[src/rtl/msx_arb_pkg.sv]
`default_nettype none
// +------------------------------------------------------------------+
// | msx_arb_pkg: shared types and constants for the SDRAM arbiter    |
// | Rev 1.0                                                          |
// +------------------------------------------------------------------+
package msx_arb_pkg;

  typedef enum logic [1:0] {
    IDLE       = 2'd0,
    CPU_WAIT   = 2'd1,
    FLASH_WAIT = 2'd2
  } arb_state_t;

  localparam logic [7:0] RD_TIMEOUT_DATA = 8'hFF;

endpackage
`default_nettype wire

[src/rtl/msx_arb_timeout.sv]
`default_nettype none
// +------------------------------------------------------------------+
// | msx_arb_timeout: 8-bit ack watchdog, expires on the ACK_TIMEOUT-th |
// | enabled cycle after a clear. Rev 1.0                              |
// +------------------------------------------------------------------+
module msx_arb_timeout #(
  parameter int ACK_TIMEOUT = 255
) (
  input  logic clk,
  input  logic reset,
  input  logic clr,
  input  logic en,
  output logic expired
);

  localparam logic [7:0] c_LIMIT = 8'(ACK_TIMEOUT - 1);

  logic [7:0] r_count;

  always_ff @(posedge clk or negedge reset) begin
    if (!reset) begin
      r_count <= 8'd0;
    end else if (clr) begin
      r_count <= 8'd0;
    end else if (en) begin
      r_count <= r_count + 8'd1;
    end
  end

  // Count 0 is the first wait cycle, so c_LIMIT marks the last one allowed.
  assign expired = en && (r_count == c_LIMIT);

endmodule
`default_nettype wire

[src/rtl/msx_sdram_arbiter.sv]
`default_nettype none
// +------------------------------------------------------------------+
// | msx_sdram_arbiter: CPU-priority SDRAM front end with a 1-deep     |
// | flash write buffer and ack timeout. Rev 1.0                       |
// +------------------------------------------------------------------+
module msx_sdram_arbiter
  import msx_arb_pkg::*;
#(
  parameter int ACK_TIMEOUT = 255
) (
  input  logic        clk,
  input  logic        reset,
  input  logic [26:0] cpu_addr,
  input  logic [7:0]  cpu_wdata,
  input  logic        cpu_rnw,
  input  logic        cpu_ce,
  output logic [7:0]  cpu_rdata,
  output logic        cpu_wait,
  input  logic [26:0] flash_addr,
  input  logic [7:0]  flash_din,
  input  logic        flash_req,
  output logic        flash_ready,
  output logic        flash_done,
  output logic [26:0] sdram_addr,
  output logic [7:0]  sdram_din,
  output logic        sdram_we,
  output logic        sdram_req,
  input  logic        sdram_ack,
  input  logic [7:0]  sdram_dout,
  output logic        timeout_err
);

  arb_state_t  r_state;
  logic        r_cpu_served;
  logic [26:0] r_flash_addr;
  logic [7:0]  r_flash_din;
  logic        w_cpu_pending;
  logic        w_expired;
  logic        w_done;

  assign w_cpu_pending = cpu_ce & ~r_cpu_served;
  assign cpu_wait      = w_cpu_pending;
  assign w_done        = sdram_ack | w_expired;

  msx_arb_timeout #(
    .ACK_TIMEOUT(ACK_TIMEOUT)
  ) u_timeout (
    .clk     (clk),
    .reset   (reset),
    .clr     (r_state == IDLE),
    .en      (r_state != IDLE),
    .expired (w_expired)
  );

  always_ff @(posedge clk or negedge reset) begin
    if (!reset) begin
      r_state      <= IDLE;
      r_cpu_served <= 1'b0;
      r_flash_addr <= 27'd0;
      r_flash_din  <= 8'd0;
      cpu_rdata    <= RD_TIMEOUT_DATA;
      flash_ready  <= 1'b1;
      flash_done   <= 1'b0;
      sdram_addr   <= 27'd0;
      sdram_din    <= 8'd0;
      sdram_we     <= 1'b0;
      sdram_req    <= 1'b0;
      timeout_err  <= 1'b0;
    end else begin
      sdram_req  <= 1'b0;
      flash_done <= 1'b0;

      if (!cpu_ce) begin
        r_cpu_served <= 1'b0;
      end

      if (flash_req && flash_ready) begin
        r_flash_addr <= flash_addr;
        r_flash_din  <= flash_din;
        flash_ready  <= 1'b0;
      end

      case (r_state)
        IDLE: begin
          if (w_cpu_pending) begin
            sdram_addr <= cpu_addr;
            sdram_din  <= cpu_wdata;
            sdram_we   <= ~cpu_rnw;
            sdram_req  <= 1'b1;
            r_state    <= CPU_WAIT;
          end else if (!flash_ready) begin
            sdram_addr <= r_flash_addr;
            sdram_din  <= r_flash_din;
            sdram_we   <= 1'b1;
            sdram_req  <= 1'b1;
            r_state    <= FLASH_WAIT;
          end
        end

        CPU_WAIT: begin
          if (w_done) begin
            // sdram_we still holds the direction of the access in flight.
            if (!sdram_we) begin
              cpu_rdata <= sdram_ack ? sdram_dout : RD_TIMEOUT_DATA;
            end
            if (!sdram_ack) begin
              timeout_err <= 1'b1;
            end
            if (cpu_ce) begin
              r_cpu_served <= 1'b1;
            end
            r_state <= IDLE;
          end
        end

        FLASH_WAIT: begin
          if (w_done) begin
            if (!sdram_ack) begin
              timeout_err <= 1'b1;
            end
            flash_done  <= 1'b1;
            flash_ready <= 1'b1;
            r_state     <= IDLE;
          end
        end

        default: r_state <= IDLE;
      endcase
    end
  end

endmodule
`default_nettype wire

[config.mk]
export PLATFORM = sky130hd
export DESIGN_NAME = msx_sdram_arbiter
export DESIGN_NICKNAME = d
export VERILOG_FILES = /design/src/rtl/msx_arb_pkg.sv /design/src/rtl/msx_arb_timeout.sv /design/src/rtl/msx_sdram_arbiter.sv
export SDC_FILE = /design/constraint.sdc
export NUM_CORES = 1
export LEC_CHECK = 0
export CORE_ASPECT_RATIO = 1.25
export CORE_UTILIZATION = 45
export CTS_BUF_LIST = sky130_fd_sc_hd__clkbuf_16
export DETAILED_ROUTE_END_ITERATION = 8
export GPL_ROUTABILITY_DRIVEN = 0
export PLACE_DENSITY_LB_ADDON = 0.08
export SLEW_MARGIN = 20
export SYNTH_ARGS = -nofsm -noshare
export SYNTH_HDL_FRONTEND = slang
export SYNTH_SLANG_ARGS = --single-unit
[constraint.sdc]
create_clock -name clk -period 3.1 [get_ports clk]
set_input_delay 0.62 -clock clk [delete_from_list [all_inputs] [get_ports clk]]
set_output_delay 0.62 -clock clk [all_outputs]
set_load 0.03 [all_outputs]
==> results of run 1 <==
-- through the flow --
| step | util | setup WS, ns | cell area (um2) |
|---|---|---|---|
| floorplan | - | 1.37 | 4270 |
| global placement | 0.625 | 0.650 | 5740 |
| detailed placement | 0.625 | 0.623 | 5740 |
| CTS | 0.659 | 0.767 | 6040 |
| global route | 0.659 | 0.724 | 6040 |
| finish | 0.659 | 0.780 | 6040 |
-- flip-flops by register name, summed over array words and instances, names as in the netlist --
name and count:
r_flash_addr 27, cpu_rdata 8, r_cpu_served 1, u_timeout.r_count 8, r_state 2, sdram_req 1
sdram_din 8, timeout_err 1, sdram_addr 27, flash_done 1, r_flash_din 8, sdram_we 1
flash_ready 1
-- area by class of cell --
| class | instances | area share |
|---|---|---|
| multi-input cells | 175 | 0.292 |
| clock inverters | 7 | 0.0135 |
| repair buffers | 140 | 0.232 |
| inverters | 15 | 0.00932 |
| clock buffers | 9 | 0.0373 |
| flip-flops and latches | 94 | 0.391 |
| well taps | 123 | 0.0255 |
-- metal layers --
layer  track usage  up-vias
met5             0        -
met4        0.0709        0
met3        0.0514        8
met2         0.308       88
met1         0.264     1369
li1              -     1327
-- power by group --
part           switching [W]  internal [W]  leakage [nW]  total [W]
Clock               0.000437      0.000695         0.159    0.00113
Sequential          0.000299       0.00179          1.12    0.00209
Combinational        0.00125       0.00153          1.30    0.00277
Total                0.00198       0.00401          2.58    0.00600
-- cell usage after synthesis --
| master | count |
|---|---|
| buf_1 | 1 |
| inv_2 | 1 |
| nand2b_1 | 1 |
| and4b_1 | 1 |
| nand4_1 | 1 |
| nand3_1 | 5 |
| a21boi_0 | 1 |
| nand2_1 | 6 |
| a311o_1 | 1 |
| o21a_1 | 1 |
| and3_1 | 1 |
| inv_1 | 14 |
| buf_6 | 5 |
| or3_1 | 3 |
| mux2_4 | 34 |
| dfrtp_1 | 85 |
| a211oi_1 | 1 |
| a221oi_1 | 1 |
| xor2_1 | 2 |
| clkbuf_1 | 1 |
| o21ai_0 | 4 |
| o21bai_1 | 1 |
| o22ai_1 | 9 |
| xnor2_1 | 1 |
| mux2_2 | 71 |
| nor2_1 | 8 |
| nand3b_1 | 1 |
| ha_1 | 5 |
| and4_1 | 1 |
| nand2b_2 | 1 |
| nor2b_1 | 1 |
| buf_4 | 2 |
| a21oi_1 | 12 |
| buf_2 | 5 |
| dfstp_2 | 9 |
| a21o_1 | 1 |
-- kinds of logic after synthesis --
kind of cell,synth area share
adder cells (fa/ha/maj),0.0146
multiplexers,0.307
AND/OR/NAND/NOR,0.0366
XOR/XNOR,0.00615
flip-flops,0.553
buffers and inverters,0.0375
AO/OA/AOI/OAI,0.0451
-- how the worst max path moves through the flow --
stage,to,slack [ns],cells after the start
floorplan,sdram_addr[17]$_DFFE_PN0P_,1.37,6
global placement,sdram_addr[25]$_DFFE_PN0P_,0.65,6
detailed placement,sdram_addr[10]$_DFFE_PN0P_,0.62,6
CTS,cpu_wait,0.77,4
global route,cpu_wait,0.72,4
finish,cpu_wait,0.78,4
==> results by group, run 1 <==
Run status
  – Status: finished, final reports clean

Worst setup path
  – CP max stage cell: clkdlybuf4s50_1
  – Worst Setup End Kind: primary output
  – R2R cell count: 5
  – Critical path origin: cpu_ce
  – Sum of buffers and inverters on the critical path: 3
  – FF-to-FF setup slack: 1.04 ns
  – Critical path class: input pin to primary output
  – Top delay family on crit path: buffers and inverters
  – CP peak stage delay: 0.52 ns
  – CP Data Arrival Time: 1.70 ns
  – CP Cell Sequence: clkdlybuf4s50_1 > nand2b_2 > inv_2 > buf_4
  – Worst Path Required: 2.48 ns
  – Reg2Reg Capture Point: sdram_addr[5]$_DFFE_PN0P_
  – CP Launch Type: input pin
  – Reg2reg start: r_state[0]$_DFFE_PN0P_
  – CP Max Fanout: 9

Floorplanning
  – Row count: 39
  – Die footprint: 9890 um2
  – Die Span Y: 111 um
  – Initial Utilization: 0.466
  – Core area: 9170 um2
  – Die W: 89.1 um
  – Ports: 133

Synthesis
  – FF+latch count, synth: 94
  – Mapped Cells: 298
  – Post-synthesis sequential area ratio: 0.553
  – Top cell type's share of synthesized area: 0.498
  – Distinct cells, synth: 36
  – Area of the mapped netlist: 4270 um2
  – Average cell area after synthesis: 14.3 um2
  – Syn Nets: 387
  – Top post-synthesis cells by area: dfrtp_1 50%, mux2_2 19%, mux2_4 12%
  – Synth area leader: dfrtp_1
  – Syn. warnings: 0

Power and ir drop
  – VDD IR-drop max: 0.570 mV
  – Pwr per Cell Area: 993 nW/um2
  – Leakage: 2.58 nW
  – Total Power: 0.00600 W

Detailed routing
  – Met3 wire len: 553 um
  – DRC: 0
  – Vias per inst: 4.96
  – Top sig layer: met4
  – DRT Pass-1 Iters: 4
  – First DRT Iteration DRCs: 82
  – DR vias: 2792
  – Drt wl/cell: 16.0 um
  – Met1 wire length: 4020 um
  – Routed Wire Length: 8990 um
  – Antenna-violating nets left: 0
  – WL met2: 4270 um

Global routing
  – First-pass GRT wire length: 14700 um
  – Vias in the first global route: 2949
  – Total GRT Usage: 0.198
  – Initial antenna violation count: 0
  – Pin count of the biggest net entering global routing: 49
  – Grt ovf: 0

Clocking
  – Worst-case clock buffer depth: 2
  – Clk sink count: 94
  – CTS tree: done
  – H-Tree Depth: 3
  – Post-CTS Hold Fix Bufs: 0
  – Reg clk slew, reported paths: 0.06 ns
  – Clk root buf: clkbuf_16
  – Postcts setup bufs: 0
  – Clock Latency Late Sink: 0.33 ns
  – Post_cts resized: 0
  – CTS Buf Count: 9

STA
  – Slew HR: 0.597
  – F_max: 431 MHz
  – Final period util: 0.749
  – Fin Setup TNS: 0 ns
  – Worst hold slack: 0.297 ns
  – Final hold violations: 0
  – Pins over their slew limit: 0
  – Finish-stage setup viols: 0
  – Least-Margin Pin Slew: 0.604 ns
  – Period minus WS final: 2.32 ns
  – Clock skew: 0.00546 ns
  – RSZ-0062 raised after global routing: false

Layout
  – # diodes: 0
  – Final non-filler cell total: 563
  – Multi-input gate area: 1760 um2
  – Register Area: 2360 um2
  – Share of cells above drive strength 1: 0.320
  – Layout fillers: 721
  – Most common cell after layout, fill and taps aside: clkdlybuf4s50_1
  – Most frequent cells in the layout: 130 x clkdlybuf4s50_1, 85 x dfrtp_1, 71 x mux2_2
  – Layout Nets: 524
  – Area grow syn2layout: 41.5%

Place
  – Inst Count DP: 547
  – Port Buffers: 132
  – Hpwl dp: 6210 um

Flow run
  – Max cap viols: 0

Hold path
  – HP Class: input pin to asynchronous set/reset pin
Power figures use the tool's default switching activity.
==> run 2: changes to the inputs <==
Settings changed: CORE_UTILIZATION 45 to 42.
Clock period 3.1 ns to 1.9 ns, I/O delays scaled along.
==> run 2 against run 1 <==
Worst hold slack better by 0.047 ns. Final cell count is 1.6% higher. Largest cell class unchanged. First-iteration DRC count is 54% higher. Critical endpoint is now sdram_we. Clock skew is 0.00077 ns lower. Final area is 1.4% higher. Register-to-register slack worse by 0.83 ns. Clock power is 58% higher. Non-clock buffer count is 6 higher. Worst setup slack worse by 0.67 ns. Global-route usage is 0.72 points lower. Sequential share of layout area is 0.54 points lower. Count of clock-buffer cells in the layout stayed put.
==> results by group, run 2 (synthesis gave the netlist of run 1 again) <==
STA
  – Pins over their slew limit: 0
  – F_max: 558 MHz
  – Clock skew: 0.00469 ns
  – Slew HR: 0.592
  – Period minus WS final: 1.79 ns
  – Finish-stage setup viols: 0
  – RSZ-0062 raised after global routing: false
  – Least-Margin Pin Slew: 0.611 ns
  – Final hold violations: 0
  – Final period util: 0.943

Floorplanning
  – Die Span Y: 115 um
  – Row count: 40
  – Ports: 133
  – Die W: 92.2 um
  – Initial Utilization: 0.438
  – Die footprint: 10600 um2
  – Core area: 9760 um2

Worst setup path
  – CP max stage cell: clkdlybuf4s50_1
  – Worst Path Required: 1.52 ns
  – Critical path class: flip-flop to primary output
  – Top delay family on crit path: buffers and inverters
  – CP peak stage delay: 0.70 ns
  – CP Launch Type: flip-flop
  – CP Max Fanout: 4
  – CP Data Arrival Time: 1.41 ns
  – CP Cell Sequence: clkdlybuf4s50_1
  – Worst Setup End Kind: primary output
  – Sum of buffers and inverters on the critical path: 1

Place
  – Port Buffers: 132
  – Hpwl dp: 6490 um
  – Inst Count DP: 555

Layout
  – Layout Nets: 530
  – # diodes: 0
  – Most common cell after layout, fill and taps aside: clkdlybuf4s50_1
  – Final non-filler cell total: 572
  – Share of cells above drive strength 1: 0.332
  – Post-layout util: 0.628
  – Most frequent cells in the layout: 120 x clkdlybuf4s50_1, 85 x dfrtp_1, 71 x mux2_2
  – Largest registers: r_flash_addr x27, sdram_addr x27
  – Area grow syn2layout: 43.4%

Global routing
  – Total GRT Usage: 0.190
  – Pin count of the biggest net entering global routing: 78
  – Grt ovf: 0
  – First-pass GRT wire length: 15400 um
  – Initial antenna violation count: 0
  – Vias in the first global route: 3026

Power and ir drop
  – Clock share of power: 0.182
  – Total Power: 0.00987 W
  – Leakage: 2.66 nW
  – Sw Share: 0.338
  – Pwr per Cell Area: 1610 nW/um2
  – Sequential share of power: 0.346
  – Int Pwr: 0.00654 W
  – VDD IR-drop max: 0.800 mV
  – Gate power share: 0.472
  – Switch Pwr: 0.00333 W

Detailed routing
  – First DRT Iteration DRCs: 126
  – Routed Wire Length: 9230 um
  – DRT Pass-1 Iters: 3
  – DRC: 0
  – DR vias: 2854
  – Drt wl/cell: 16.1 um
  – Vias per inst: 4.99
  – Antenna-violating nets left: 0

Clocking
  – Postcts setup bufs: 0
  – Clk sink count: 94
  – Clk root buf: clkbuf_16
  – H-Tree Depth: 3
  – Worst-case clock buffer depth: 2
  – CTS Buf Count: 9
  – Clock Latency Late Sink: 0.34 ns
  – CTS tree: done
  – Reg clk slew, reported paths: 0.07 ns

Flow run
  – Max cap viols: 0

Hold path
  – HP Class: input pin to flip-flop

Run status
  – Status: finished, final reports clean
[run 2: cell count changes in the layout (fill, tap and decap cells not counted), sizes merged]
cell           before  now
dlygate4sd2         0    9
buf                10   15
clkinv              3    2
clkinvlp            0    2
bufinv              2    1
clkdlybuf4s50     130  120
dlymetal6s2s        0    1
dlygate4sd3         0    1
[run 2: area by class of cell]
| cell class | instances | area [um2] |
|---|---|---|
| repair buffers | 146 | 1490 |
| flip-flops and latches | 94 | 2360 |
| fillers | 780 | 3630 |
| clock inverters | 7 | 72.6 |
| well taps | 126 | 158 |
| inverters | 15 | 58.8 |
| clock buffers | 9 | 225 |
| multi-input cells | 175 | 1760 |
[run 2: worst paths after layout]
check,startpoint,endpoint,slack (ns),cells after the start
max,sdram_we$_DFFE_PN0P_,sdram_we,0.11,1
min,cpu_ce,r_cpu_served$_DFF_PN0_,0.34,3
max reg2reg,r_state[0]$_DFFE_PN0P_,r_cpu_served$_DFF_PN0_,0.21,7
min reg2reg,cpu_rdata[6]$_DFFE_PN1P_,cpu_rdata[6]$_DFFE_PN1P_,0.47,2
max in group asynchronous,reset,sdram_addr[23]$_DFFE_PN0P_,0.75,3
min in group asynchronous,reset,r_cpu_served$_DFF_PN0_,0.46,2
[run 2: power groups by stage]
stage                     sequential (W)  clock, W  combinational (W)
final                            0.00342   0.00179            0.00466
after global routing             0.00354   0.00193            0.00497
after CTS                        0.00343   0.00185            0.00472
after detailed placement         0.00346         0            0.00473
after global placement           0.00342         0            0.00465
after floorplan                  0.00424         0            0.00223
[run 2: per-stage QoR]
step                worst slack [ns]  cell area, um2  TNS, ns  hold slack (ns)
floorplan                      0.256            4270        0           0.0844
global placement              -0.157            5830    -4.83            0.267
detailed placement            -0.188            5830    -5.56            0.265
CTS                           0.0158            6120        0            0.454
global route                  0.0685            6130        0            0.383
finish                         0.109            6130        0            0.344
[run 2: routing by layer]
layer,vias up,part of all wire,GRT usage
met5,-,0,0
met4,0,0.017,0.0781
met3,10,0.049,0.0397
met2,83,0.49,0.309
met1,1422,0.44,0.249
li1,1339,-,-
[run 2: what timing repair did]
item,CTS,global route
hold buffers,1,0
endpoints found under the hold margin,8,0
endpoints found under the setup margin,9,1
gates resized for setup,9,2
